===== config.mk =====
export PLATFORM = sky130hd
export DESIGN_NAME = btb_predictor
export DESIGN_NICKNAME = d
export VERILOG_FILES = /design/src/rtl/btb_predictor.sv
export SDC_FILE = /design/constraint.sdc
export NUM_CORES = 1
export LEC_CHECK = 0
export ABC_AREA = 1
export BUFFER_PORTS_ARGS = -buffer_cell sky130_fd_sc_hd__buf_2
export CAP_MARGIN = 20
export CORE_ASPECT_RATIO = 0.75
export CORE_MARGIN = 1.5
export CORE_UTILIZATION = 30
export CTS_CLUSTER_SIZE = 24
export DETAILED_ROUTE_END_ITERATION = 6
export PLACE_DENSITY = 0.55
export SYNTH_ARGS = -nofsm -noshare
export SYNTH_HDL_FRONTEND = slang
export SYNTH_SLANG_ARGS = --single-unit

===== constraint.sdc =====
create_clock -name clk -period 8.53 [get_ports clk]
set_clock_uncertainty 0.1 [all_clocks]
set_input_delay 1.706 -clock clk [delete_from_list [all_inputs] [get_ports clk]]
set_output_delay 1.706 -clock clk [all_outputs]
set_load 0.02 [all_outputs]

===== src/rtl/btb_predictor.sv =====
// btb_predictor: direct-mapped branch target buffer with 2-bit direction counters.
//
// Ports:
//   clk, rst_n          clock and synchronous active-low reset
//   fetch_pc_i          fetch PC; lookup is combinational, zero latency
//   btb_hit             fetch_pc_i matches a valid entry
//   btb_pre_pc          stored target of the hit entry, 0 on miss
//   predict_taken       counter MSB of the hit entry, 0 on miss
//   execute_valid_i     resolved control transfer present this cycle
//   execute_pc_i        PC of the resolved instruction
//   execute_taken_i     resolved direction (1 = taken)
//   execute_target_i    resolved target address
//   flush_all_i         invalidate every entry; wins over a same-cycle update
//
// Entry layout: valid, tag = pc[31:IDX_W+2], 32-bit target, 2-bit counter
// (00 strong NT, 01 weak NT, 10 weak T, 11 strong T). Index = pc[IDX_W+1:2].
module btb_predictor #(
    parameter int unsigned ENTRIES = 16,
    parameter int unsigned IDX_W   = 4
) (
    input  logic        clk,
    input  logic        rst_n,
    input  logic [31:0] fetch_pc_i,
    output logic        btb_hit,
    output logic [31:0] btb_pre_pc,
    output logic        predict_taken,
    input  logic        execute_valid_i,
    input  logic [31:0] execute_pc_i,
    input  logic        execute_taken_i,
    input  logic [31:0] execute_target_i,
    input  logic        flush_all_i
);

    localparam int unsigned TAG_W = 30 - IDX_W;

    // Entry storage
    logic [ENTRIES-1:0] valid_q, valid_d;
    logic [TAG_W-1:0]   tag_q    [ENTRIES];
    logic [TAG_W-1:0]   tag_d    [ENTRIES];
    logic [31:0]        target_q [ENTRIES];
    logic [31:0]        target_d [ENTRIES];
    logic [1:0]         ctr_q    [ENTRIES];
    logic [1:0]         ctr_d    [ENTRIES];

    // Field extraction
    logic [IDX_W-1:0] fetch_idx;
    logic [TAG_W-1:0] fetch_tag;
    logic [IDX_W-1:0] upd_idx;
    logic [TAG_W-1:0] upd_tag;
    logic             upd_en;
    logic             upd_hit;

    assign fetch_idx = fetch_pc_i[IDX_W+1:2];
    assign fetch_tag = fetch_pc_i[31:IDX_W+2];
    assign upd_idx   = execute_pc_i[IDX_W+1:2];
    assign upd_tag   = execute_pc_i[31:IDX_W+2];

    // Byte-offset bits never participate in indexing or tagging
    logic unused_pc_bits;
    assign unused_pc_bits = ^{fetch_pc_i[1:0], execute_pc_i[1:0]};

    // Lookup reads the registered arrays, so a same-cycle update is seen next cycle
    always_comb begin
        btb_hit       = valid_q[fetch_idx] && (tag_q[fetch_idx] == fetch_tag);
        btb_pre_pc    = btb_hit ? target_q[fetch_idx] : 32'h0;
        predict_taken = btb_hit && ctr_q[fetch_idx][1];
    end

    // Next-state: flush beats update; update only when valid and out of reset
    always_comb begin
        valid_d  = valid_q;
        tag_d    = tag_q;
        target_d = target_q;
        ctr_d    = ctr_q;
        upd_en   = execute_valid_i && rst_n && !flush_all_i;
        upd_hit  = valid_q[upd_idx] && (tag_q[upd_idx] == upd_tag);

        if (flush_all_i) begin
            valid_d = '0;
        end else if (upd_en) begin
            if (upd_hit) begin
                if (execute_taken_i) begin
                    if (ctr_q[upd_idx] != 2'b11) begin
                        ctr_d[upd_idx] = ctr_q[upd_idx] + 2'd1;
                    end
                    target_d[upd_idx] = execute_target_i;
                end else if (ctr_q[upd_idx] != 2'b00) begin
                    ctr_d[upd_idx] = ctr_q[upd_idx] - 2'd1;
                end
            end else if (execute_taken_i) begin
                // Allocate or replace; not-taken misses never allocate
                valid_d[upd_idx]  = 1'b1;
                tag_d[upd_idx]    = upd_tag;
                target_d[upd_idx] = execute_target_i;
                ctr_d[upd_idx]    = 2'b10;
            end
        end
    end

    // Valid bits and counters carry reset state
    always_ff @(posedge clk) begin
        if (!rst_n) begin
            valid_q <= '0;
            for (int unsigned i = 0; i < ENTRIES; i++) begin
                ctr_q[i] <= 2'b01;
            end
        end else begin
            valid_q <= valid_d;
            ctr_q   <= ctr_d;
        end
    end

    // Tag and target arrays are qualified by valid and need no reset
    always_ff @(posedge clk) begin
        tag_q    <= tag_d;
        target_q <= target_d;
    end

endmodule


==> results.sh <==
export IMPL_multi_input_area_sq_um=14000
export IMPL_setup_viol=0
export IMPL_top_usage_layer="met2"
export IMPL_syn_inst=4429
export IMPL_grt_max_degree=173
export IMPL_htreeDepth=3
export IMPL_ant_nets=0
export IMPL_synth_simple_area_share=0.181
export IMPL_die_h_microns=337
export IMPL_layout_common_cells="nand2_1 (1375), edfxtp_1 (928), nor2_1 (398), a21oi_1 (340), o21ai_0 (259)"
export IMPL_worstPathArrival_ns=5.40
export IMPL_synthFlopType="edfxtp_1"
export IMPL_dr_pass1_iters=6
export IMPL_p_per_area_nw_per_um2=207
export IMPL_start_util=0.302
export IMPL_worstMarginPinSlew_ns=1.17
export IMPL_hold_violations=0
export IMPL_max_stage_delay_ns=0.64
export IMPL_maxCapViolCount=0
export IMPL_netlist_area_sq_um=44500
export IMPL_endpoint_kind="output pin"
export IMPL_nFillCells=14800
export IMPL_numCtsBuffers=104
export IMPL_core_sq_um=147000
export IMPL_worstPathRequired_ns=6.72
export IMPL_layout_commonest_cell="nand2_1"
export IMPL_cts_tree="done"
export IMPL_place_area_sq_um=47300
export IMPL_synth_compound_area_share=0.126
export IMPL_rsz0062_at_grt="false"
export IMPL_synth_cell_types=43
export IMPL_synth_xor_xnor_area_share=0.00197
export IMPL_critPathMostFrequentCell="o21ai_0"
export IMPL_die_width_microns=448
export IMPL_detailed_place_hpwl_mm=75.0
export IMPL_ys_ff_latch=976
export IMPL_hold_path_endpoint="ctr_q[12]$_SDFFE_PN1P_"
export IMPL_peakVddDrop_v=0.000162
export IMPL_hold_path_class="reg -> reg"
export IMPL_yosys_warnings=0
export IMPL_final_max_slew_viol_count=0
export IMPL_period_share=0.844
export IMPL_cp_slowest_cell="o21ai_0"
export IMPL_drt_iter0_drc=3620
export IMPL_finalNonFillerCells=6517
export IMPL_wirelength_mm=144
export IMPL_gr_usage_met3=0.0255
export IMPL_setup_worst_path_start_class="input pin"
export IMPL_io_pins=135
export IMPL_r2r_slack_ns=4.26
export IMPL_design_area_sq_um=50600
export IMPL_synth_fa_ha_area_frac=0.000562
export IMPL_critical_path_peak_fanout=81
export IMPL_slew_limit_headroom=0.219
export IMPL_synth_top_family_by_area="simple AND/OR/NAND/NOR gates"
export IMPL_die_area_sq_um=151000
export IMPL_grt_first_pass_wirelength_mm=211
export IMPL_wl_per_cell_microns=22.1
export IMPL_r2r_start="tag_q[209]$_DFFE_PP_"
export IMPL_worstReg2RegEnd="tag_q[35]$_DFFE_PP_"
export IMPL_vias_per_cell=5.19
export IMPL_groute_layer_met2_usage=0.296
export IMPL_root_buffer="clkbuf_16"
export IMPL_status="complete, no violations"
export IMPL_port_buffer_count=130
export IMPL_finalCriticalPeriod_ns=7.20
export IMPL_cts_resized=0
export IMPL_async_flop_share=0
export IMPL_ys_seq_area_frac=0.648
export IMPL_grt_overflow=0
export IMPL_pre_cts_slack_ns=1.42
export IMPL_final_net_count=4547
export IMPL_critPathKind="in -> out"
export IMPL_placed_cells=6322
export IMPL_register_area_sq_um=28800
export IMPL_clockBufferDepth=3
export IMPL_synth_nets=4532
export IMPL_num_rows=122
export IMPL_hold_path_cell_count=2
export IMPL_post_route_worst_setup_slack_ns=1.33
export IMPL_worstSkewPairLatency_ns=0.70
export IMPL_synth_edf_count=928
export IMPL_clkSinkCount=976
export IMPL_synth_mux_area_frac=0
export IMPL_antenna_found_initial=22
export IMPL_cts_setup_buffers=0
export IMPL_grt_usage=0.187
export IMPL_r2r_cells=15
export IMPL_clkTransAtPathRegs_ns=0.05
export IMPL_ctsHoldBuffers=0
export IMPL_cp_cell_sequence="buf_8, buf_4, o21ai_0, o22ai_1, o21ai_0, o21ai_0, o21ai_0, nor3_1, nand3_2, buf_4, nor3_1, buf_2"
export IMPL_tns_ns=0
export IMPL_fmax_mhz=139
export IMPL_via_count=33800
export IMPL_avgSynthCellArea_sq_um=10.1
export IMPL_grt_pass1_vias=31600
export IMPL_gp_congestion=0.848
export IMPL_area_growth_pct=13.6
export IMPL_drc_errors=0
export IMPL_grt_util_met1=0.262
export IMPL_total_power_mw=10.5
export IMPL_drive_gt1_frac=0.0906
export IMPL_min_delay_start="ctr_q[12]$_SDFFE_PN1P_"
export IMPL_p_leak_nw=18.4
[critical path, delay by kind of cell]
kind / cells / cell delay (ns)
compound gates: 5 / 1.18
buf+inv: 4 / 1.41
simple gates: 3 / 0.84
[flip-flops by register name (all words and copies together) (netlist names)]
| name | flops |
|---|---|
| ctr_q | 32 |
| tag_q | 416 |
| valid_q | 16 |
| target_q | 512 |
[layer usage]
layer | part of all wire | vias to the layer above
li1 | - | 15600
met1 | 0.44 | 16400
met2 | 0.46 | 1498
met3 | 0.079 | 243
met4 | 0.029 | 12
met5 | 0.00044 | -
[cell usage after synthesis (all sizes together) (36+ instances only)]
master,count,area [sq um]
nand2,1377,5180
edfxtp,928,27900
nor2,423,1630
a21oi,341,1710
o21ai,291,1460
clkbuf,170,638
nand3,167,836
inv,161,609
buf,133,666
a221oi,121,1060
o221ai,53,464
dfxtp,48,961
nor3,43,215
o22ai,36,225
[layout make-up]
type                    count  share of cell area
flip-flops and latches    976               0.570
multi-input cells        2986               0.277
clock buffers             133              0.0544
well taps                1984              0.0491
repair buffers            212              0.0269
inverters                 164              0.0128
clock inverters            55             0.00980
diodes                      7            0.000346
[worst max-delay path by stage]
stage / depth (start not counted) / slack [ns] / from / to
finish: 12 / 1.33 / fetch_pc_i[2] / btb_pre_pc[13]
CTS: 12 / 1.41 / fetch_pc_i[2] / btb_pre_pc[13]
global placement: 12 / 1.42 / fetch_pc_i[2] / btb_pre_pc[2]
floorplan: 7 / 1.87 / execute_pc_i[3] / tag_q[286]$_DFFE_PP_
detailed placement: 12 / 1.42 / fetch_pc_i[2] / btb_pre_pc[13]
global route: 15 / 1.20 / fetch_pc_i[2] / btb_pre_pc[19]
[per-stage QoR]
stage	utilization	hold WS (ns)
5_1_grt	0.343	0.393
3_5_place_dp	0.321	0.348
4_1_cts	0.343	0.363
2_1_floorplan	-	0.330
6_report	0.343	0.364
3_3_place_gp	0.321	0.339
[cells by family after synthesis]
kind of cell	after synthesis
adder cells (fa/ha/maj)	2
buffers and inverters	467
flip-flops	976
XOR/XNOR	10
AND/OR/NAND/NOR	2039
AO/OA/AOI/OAI	935
[where the power goes]
group | switching, mW | leakage [nW] | internal (mW)
registers | 0.00636 | 8.73 | 5.26
logic | 0.624 | 8.03 | 0.216
clock network | 1.89 | 1.59 | 2.49
No activity file was read; power rests on OpenSTA's default activity.
